**src/rtl/cube_scan_pkg.sv**
```systemverilog
// Shared definitions for the cube scan controller.
// Holds the FSM state encoding, the 11-bit raster coordinate type, the
// facelet count, the default parameter values and a small distance helper.
package cube_scan_pkg;

  typedef enum logic [1:0] {
    ST_IDLE,
    ST_SEARCH,
    ST_SAMPLE,
    ST_DONE
  } state_t;

  typedef logic [10:0] coord_t;

  localparam int unsigned FACELET_COUNT      = 9;

  localparam int unsigned DEF_STABLE_FRAMES  = 4;
  localparam int unsigned DEF_POS_TOL        = 4;
  localparam int unsigned DEF_FACE_PITCH     = 64;
  localparam int unsigned DEF_TIMEOUT_FRAMES = 60;

  // Absolute difference of two coordinates.
  function automatic coord_t abs_diff(input coord_t a, input coord_t b);
    return (a > b) ? coord_t'(a - b) : coord_t'(b - a);
  endfunction

endpackage

```
**src/rtl/facelet_addr_gen.sv**
```systemverilog
// Facelet sample-point generator.
// Maps facelet index k (0..8, row = k/3, col = k%3) plus the cube origin to
// the centre of that facelet, FACE_PITCH pixels apart. Sums are formed at
// 12 bits and saturate to 11'h7FF.
// Ports:
//   origin_x, origin_y : locked cube origin
//   idx                : facelet index 0..8
//   sample_x, sample_y : saturated sample point
module facelet_addr_gen
  import cube_scan_pkg::*;
#(
  parameter int unsigned FACE_PITCH = DEF_FACE_PITCH
) (
  input  coord_t     origin_x,
  input  coord_t     origin_y,
  input  logic [3:0] idx,
  output coord_t     sample_x,
  output coord_t     sample_y
);

  localparam logic [11:0] HALF = 12'(FACE_PITCH / 2);

  logic [1:0]  row;
  logic [1:0]  col;
  logic [11:0] sum_x;
  logic [11:0] sum_y;

  always_comb begin
    row   = 2'(idx / 4'd3);
    col   = 2'(idx % 4'd3);
    sum_x = {1'b0, origin_x} + 12'(32'(col) * FACE_PITCH) + HALF;
    sum_y = {1'b0, origin_y} + 12'(32'(row) * FACE_PITCH) + HALF;
    sample_x = sum_x[11] ? 11'h7FF : sum_x[10:0];
    sample_y = sum_y[11] ? 11'h7FF : sum_y[10:0];
  end

endmodule

```
**src/rtl/cube_scan_ctrl.sv**
```systemverilog
// Cube scan controller.
// Searches video frames for a stable cube origin (first detected pixel of
// each frame in raster order), locks once the origin has matched within
// POS_TOL for STABLE_FRAMES consecutive frames, then walks the nine facelet
// sample points through a req/ack handshake and pulses oDone.
// Optional feature macro: CUBE_SCAN_TIMEOUT_EN adds parameter TIMEOUT_FRAMES
// and output oTimeout, abandoning the search after that many frame starts.
// Ports:
//   iCLK, iRST_N              : clock, synchronous active-low reset
//   iX_Cont, iY_Cont, iDVAL   : raster position / pixel valid
//   iDetected, iFrame_Start   : detector flag, frame-start pulse
//   iStart, iAbort            : arm / cancel a scan
//   oCubeX, oCubeY, oLocked   : locked origin
//   oSample_Req, iSample_Ack  : facelet sample handshake
//   oSample_X, oSample_Y      : requested sample point
//   oFacelet_Idx              : facelet index 0..8
//   oBusy, oDone              : not idle / scan-complete pulse
//   oTimeout                  : search timeout pulse (macro only)
module cube_scan_ctrl
  import cube_scan_pkg::*;
#(
  parameter int unsigned STABLE_FRAMES  = DEF_STABLE_FRAMES,
  parameter int unsigned POS_TOL        = DEF_POS_TOL,
  parameter int unsigned FACE_PITCH     = DEF_FACE_PITCH
`ifdef CUBE_SCAN_TIMEOUT_EN
  ,
  parameter int unsigned TIMEOUT_FRAMES = DEF_TIMEOUT_FRAMES
`endif
) (
  input  logic        iCLK,
  input  logic        iRST_N,
  input  logic [10:0] iX_Cont,
  input  logic [10:0] iY_Cont,
  input  logic        iDVAL,
  input  logic        iDetected,
  input  logic        iFrame_Start,
  input  logic        iStart,
  input  logic        iAbort,
  output logic [10:0] oCubeX,
  output logic [10:0] oCubeY,
  output logic        oLocked,
  output logic        oSample_Req,
  input  logic        iSample_Ack,
  output logic [10:0] oSample_X,
  output logic [10:0] oSample_Y,
  output logic [3:0]  oFacelet_Idx,
  output logic        oBusy,
  output logic        oDone
`ifdef CUBE_SCAN_TIMEOUT_EN
  ,
  output logic        oTimeout
`endif
);

  localparam int unsigned CW = $clog2(STABLE_FRAMES + 1);

  state_t     state;
  state_t     next;

  coord_t     cand_x, cand_y;
  coord_t     prev_x, prev_y;
  coord_t     cube_x, cube_y;
  coord_t     gen_x, gen_y;
  logic       cand_valid;
  logic [CW-1:0] stable_cnt;
  logic [CW-1:0] new_cnt;
  logic [3:0] k;
  logic       req;
  logic       pend_inc;
  logic       locked;

  logic       hit;
  logic       fs_eval;
  logic       match;
  logic       lock_now;
  logic       last_ack;

`ifdef CUBE_SCAN_TIMEOUT_EN
  localparam int unsigned FW = $clog2(TIMEOUT_FRAMES + 1);
  logic [FW-1:0] frame_cnt;
  logic          timeout;
  logic          timeout_now;
`endif

  // Frame evaluation uses the candidate of the frame just ended; a hit in
  // the same cycle as iFrame_Start is then latched as the new frame's
  // candidate.
  always_comb begin
    hit      = iDVAL & iDetected;
    fs_eval  = (state == ST_SEARCH) && iFrame_Start;
    match    = (abs_diff(cand_x, prev_x) <= coord_t'(POS_TOL)) &&
               (abs_diff(cand_y, prev_y) <= coord_t'(POS_TOL));
    new_cnt  = cand_valid ? (match ? stable_cnt + 1'b1 : CW'(1)) : '0;
    lock_now = fs_eval && (new_cnt == CW'(STABLE_FRAMES));
    last_ack = req && iSample_Ack && (k == 4'(FACELET_COUNT - 1));
`ifdef CUBE_SCAN_TIMEOUT_EN
    timeout_now = fs_eval && !lock_now && (frame_cnt == FW'(TIMEOUT_FRAMES - 1));
`endif
  end

  always_ff @(posedge iCLK) begin
    if (!iRST_N) state <= ST_IDLE;
    else         state <= next;
  end

  always_comb begin
    next  = state;
    oBusy = (state != ST_IDLE);
    oDone = (state == ST_DONE);
    case (state)
      ST_IDLE:   if (iStart) next = ST_SEARCH;
      ST_SEARCH: begin
        if (lock_now) next = ST_SAMPLE;
`ifdef CUBE_SCAN_TIMEOUT_EN
        else if (timeout_now) next = ST_IDLE;
`endif
      end
      ST_SAMPLE: if (last_ack) next = ST_DONE;
      ST_DONE:   next = ST_IDLE;
      default:   next = ST_IDLE;
    endcase
    if (iAbort) next = ST_IDLE;
  end

  always_ff @(posedge iCLK) begin
    if (!iRST_N) begin
      cand_valid <= 1'b0;
      cand_x     <= '0;
      cand_y     <= '0;
      prev_x     <= '0;
      prev_y     <= '0;
      cube_x     <= '0;
      cube_y     <= '0;
      stable_cnt <= '0;
      k          <= '0;
      req        <= 1'b0;
      pend_inc   <= 1'b0;
      locked     <= 1'b0;
`ifdef CUBE_SCAN_TIMEOUT_EN
      frame_cnt  <= '0;
      timeout    <= 1'b0;
`endif
    end else if (iAbort) begin
      req      <= 1'b0;
      pend_inc <= 1'b0;
      locked   <= 1'b0;
`ifdef CUBE_SCAN_TIMEOUT_EN
      timeout  <= 1'b0;
`endif
    end else begin
`ifdef CUBE_SCAN_TIMEOUT_EN
      timeout <= 1'b0;
`endif
      case (state)
        ST_IDLE: begin
          if (iStart) begin
            cand_valid <= 1'b0;
            cand_x     <= '0;
            cand_y     <= '0;
            prev_x     <= '0;
            prev_y     <= '0;
            cube_x     <= '0;
            cube_y     <= '0;
            stable_cnt <= '0;
            k          <= '0;
            req        <= 1'b0;
            pend_inc   <= 1'b0;
            locked     <= 1'b0;
`ifdef CUBE_SCAN_TIMEOUT_EN
            frame_cnt  <= '0;
`endif
          end
        end
        ST_SEARCH: begin
          if (iFrame_Start) begin
            stable_cnt <= new_cnt;
            prev_x     <= cand_x;
            prev_y     <= cand_y;
            cand_valid <= hit;
            cand_x     <= hit ? iX_Cont : '0;
            cand_y     <= hit ? iY_Cont : '0;
`ifdef CUBE_SCAN_TIMEOUT_EN
            frame_cnt  <= frame_cnt + 1'b1;
            if (timeout_now) timeout <= 1'b1;
`endif
            if (lock_now) begin
              cube_x   <= cand_x;
              cube_y   <= cand_y;
              locked   <= 1'b1;
              k        <= '0;
              req      <= 1'b0;
              pend_inc <= 1'b0;
            end
          end else if (hit && !cand_valid) begin
            cand_valid <= 1'b1;
            cand_x     <= iX_Cont;
            cand_y     <= iY_Cont;
          end
        end
        ST_SAMPLE: begin
          // req low covers both the entry cycle and the one-cycle gap after
          // an ack; pend_inc distinguishes the gap so k advances only there.
          if (req) begin
            if (iSample_Ack) begin
              req      <= 1'b0;
              pend_inc <= !last_ack;
            end
          end else begin
            req <= 1'b1;
            if (pend_inc) begin
              k        <= k + 4'd1;
              pend_inc <= 1'b0;
            end
          end
        end
        default: ;
      endcase
    end
  end

  facelet_addr_gen #(
    .FACE_PITCH(FACE_PITCH)
  ) u_addr_gen (
    .origin_x(cube_x),
    .origin_y(cube_y),
    .idx     (k),
    .sample_x(gen_x),
    .sample_y(gen_y)
  );

  always_comb begin
    oCubeX       = cube_x;
    oCubeY       = cube_y;
    oLocked      = locked;
    oSample_Req  = req;
    oFacelet_Idx = k;
    oSample_X    = (state == ST_SAMPLE) ? gen_x : '0;
    oSample_Y    = (state == ST_SAMPLE) ? gen_y : '0;
`ifdef CUBE_SCAN_TIMEOUT_EN
    oTimeout     = timeout;
`endif
  end

endmodule

```
**config.mk**
```make
export PLATFORM = sky130hd
export DESIGN_NAME = cube_scan_ctrl
export DESIGN_NICKNAME = d
export VERILOG_FILES = /design/src/rtl/cube_scan_pkg.sv /design/src/rtl/facelet_addr_gen.sv /design/src/rtl/cube_scan_ctrl.sv
export SDC_FILE = /design/constraint.sdc
export NUM_CORES = 1
export LEC_CHECK = 0
export CAP_MARGIN = 20
export CORE_UTILIZATION = 50
export CTS_CLUSTER_SIZE = 25
export DETAILED_ROUTE_END_ITERATION = 8
export PLACE_DENSITY = 0.74
export SYNTH_ARGS = -nofsm -noshare
export SYNTH_HDL_FRONTEND = slang
export SYNTH_SLANG_ARGS = --single-unit
```
**constraint.sdc**
```tcl
create_clock -name iCLK -period 4.3 [get_ports iCLK]
set_input_delay 0.86 -clock iCLK [delete_from_list [all_inputs] [get_ports iCLK]]
set_output_delay 0.86 -clock iCLK [all_outputs]
set_load 0.01 [all_outputs]
```
==> results.json <==
{
  "status": "completed",
  "clk_latency_ns": 0.33,
  "min_period_ns": 4.164,
  "place_hpwl_um": 12350,
  "h-tree-depth": 3,
  "setup_viol": 0,
  "antenna_found_initial": 0,
  "grt_pass1_wl_um": 27900,
  "synth_flop_cell": "dfxtp_1",
  "cp.arrival_ns": 3.30,
  "area_growth_pct": 23.27,
  "synth.ff_latch_count": 79,
  "root_buffer": "clkbuf_16",
  "grt_util_met3": 0.05661,
  "use_met2": 0.4228,
  "post_drt_wl_per_cell_um": 16.27,
  "fmax_mhz": 240.2,
  "hold_viol": 0,
  "final_cell_mix": "nand2_1, a21oi_1, nor2_1, dfxtp_1, inv_1",
  "critPathCaptureType": "primary output",
  "synth_edf_count": 0,
  "io_pins": 82,
  "cts_tree": "done",
  "synth_nets": 911,
  "dr.pass1.iters": 5,
  "syn_area_mm2": 0.006043,
  "power_leakage_nw": 3.114,
  "chipWidth_um": 111.9,
  "core.rowCount": 39,
  "ys_types": 72,
  "layout_commonest_cell": "nand2_1",
  "ant_nets": 0,
  "grt_max_degree": 57,
  "clk_pin_slew_worst_paths_ns": 0.06,
  "yosysTopAreaCell": "dfxtp_1",
  "netlist_instances": 821,
  "fillers": 1007,
  "setup_tns_ns": 0,
  "initialDrtViolationCount": 527,
  "start_util": 0.5204,
  "die_area_mm2": 0.01253,
  "placed_area_mm2": 0.007023,
  "synth_area_per_cell_um2": 7.361,
  "numCtsBuffers": 9,
  "hold_path.class": "reg -> reg",
  "yosys.area.top_type_share": 0.2617,
  "use_met1": 0.3772,
  "cts_buffer_depth": 2,
  "grt_pass1_vias": 5845,
  "cap_violations": 0,
  "core_mm2": 0.01161,
  "rsz0062_at_grt": "false",
  "worstSetupPathType": "reg -> out",
  "gr-total-overflow": 0,
  "drt_wl_total_um": 16950,
  "startpoint_type": "register",
  "max-vdd-ir-drop_uv": 187.9,
  "drive_gt1_frac": 0.1123,
  "synth.area.top_cells": "dfxtp_1, ha_1, a21oi_1",
  "routabilityCongestion": 0.9605,
  "synthArstFlopShare": 0,
  "path_max_fanout": 6,
  "drcViolationCount": 0,
  "grt_use_total": 0.2708,
  "max_slew.worst_pin.slew_ns": 0.9346,
  "seq_area_frac_synth": 0.2617,
  "port_buffers": 81,
  "relSlewSlack": 0.3760,
  "die_y_um": 111.9,
  "via_per_inst": 5.953,
  "busiest_layer": "met2",
  "antenna_cells": 0,
  "finalNetCount": 984,
  "worstPathRequired_ns": 3.44,
  "skew_ns": 0.006535,
  "fin_crit_sh": 0.9683,
  "slew_viol_final": 0,
  "vias": 6203,
  "cts_sinks": 79,
  "fin_area_mm2": 0.007450,
  "yosys_warnings": 0,
  "power_density_mw_per_mm2": 236.0
}
[worst max-delay path: stages (launching register included)]
cell,delay [ns]
dfxtp_1,0.39
buf_4,0.18
nand2b_4,0.08
ha_4,0.24
a32o_2,0.27
a221oi_4,0.33
nor2_4,0.09
xnor2_2,0.15
buf_4,0.14
fa_2,0.37
a21oi_2,0.19
buf_4,0.14
inv_1,0.04
a21oi_2,0.13
nor3_1,0.06
buf_2,0.16
[report_power, final]
group / leakage (nW) / internal, W / switching, W / total, W
clock network: 0.144 / 0.000462 / 0.000293 / 0.000754
registers: 0.637 / 0.000736 / 0.00000517 / 0.000741
logic: 2.33 / 0.0000968 / 0.000166 / 0.000263
total: 3.11 / 0.00129 / 0.000464 / 0.00176
[path summary, 6_finish.rpt]
kind / start / to / slack [ns] / cells past startpoint
setup / recovery: oFacelet_Idx[3] / oSample_X[9] / 0.14 / 15
hold / removal: stable_cnt[1] / stable_cnt[1] / 0.46 / 2
setup reg to reg: cand_x[1] / oCubeY[10] / 0.21 / 12
hold reg to reg: stable_cnt[1] / stable_cnt[1] / 0.46 / 2
[flip-flops by register name (all words and copies together) (netlist names)]
signal / cells
cand_x: 11
cand_y: 11
oCubeX: 11
oCubeY: 11
prev_x: 11
prev_y: 11
oFacelet_Idx: 4
stable_cnt: 3
state: 2
cand_valid: 1
oLocked: 1
oSample_Req: 1
pend_inc: 1
[synthesized netlist by cell type (3+ instances only)]
master and instances:
buf_2 4, o221a_2 3, o211ai_1 6, nor2_1 87, o21ai_0 23, nand4_1 31
a21oi_1 96, ha_1 58, nor3_1 13, a22oi_1 22, nand2_1 94, xnor2_1 12
o21bai_1 3, a31oi_1 9, a21o_1 9, and3_1 3, xor2_1 4, nand2b_1 11
clkbuf_1 40, nand3_1 37, a211o_1 6, mux2i_1 5, o31ai_1 3, o21a_1 6
a311oi_1 3, a211oi_1 10, nor2b_1 9, nor3b_1 5, inv_1 64, o31a_1 3
and2_1 3, o22ai_1 3, nand3b_1 5, dfxtp_1 79
[through the flow]
step                hold slack (ns)  cells  setup slack (ns)    util   power, W
floorplan                    0.4356    821            0.1694       -  0.0009359
finish                       0.4613   1042            0.1363  0.6415   0.001758
global route                 0.4790   1042          0.003232  0.6415   0.001825
detailed placement           0.4502   1022          -0.07861  0.6047   0.001014
global placement             0.4472   1022           0.07586  0.6047   0.001011
CTS                          0.4586   1039          -0.02543  0.6340   0.001766
[cell type report]
type	instances	area [um2]	area share
clock buffers	10	239.0	0.03208
clock inverters	6	60.06	0.008062
inverters	64	240.2	0.03225
multi-input cells	630	4151	0.5573
flip-flops and latches	79	1583	0.2125
well taps	143	178.9	0.02402
repair buffers	110	997.2	0.1339
[metal layers]
layer	up-vias	wire (um)	share of wire
li1	3061	-	-
met1	2854	7937	0.47
met2	265	7427	0.44
met3	23	1347	0.079
met4	0	241	0.014
met5	-	0	0
[cells by family (layout without fill, tap and decap cells)]
| kind of cell | after synthesis | in the layout | synth area share |
|---|---|---|---|
| AOI/OAI and AO/OA | 233 | 233 | 0.2559 |
| xor gates and xnor gates | 16 | 16 | 0.02319 |
| adders and majority gates | 60 | 60 | 0.1267 |
| buffers and inverters | 112 | 190 | 0.07288 |
| DFF | 79 | 79 | 0.2617 |
| muxes | 7 | 7 | 0.01263 |
| and+or+nand+nor | 314 | 314 | 0.2470 |
[repair_timing]
item,CTS,global route
buffers inserted,1,3
hold buffers,0,0
gates resized for setup,24,53
pin swaps,2,5
endpoints found under the setup margin,22,22
(Power assumes the default switching activity.)
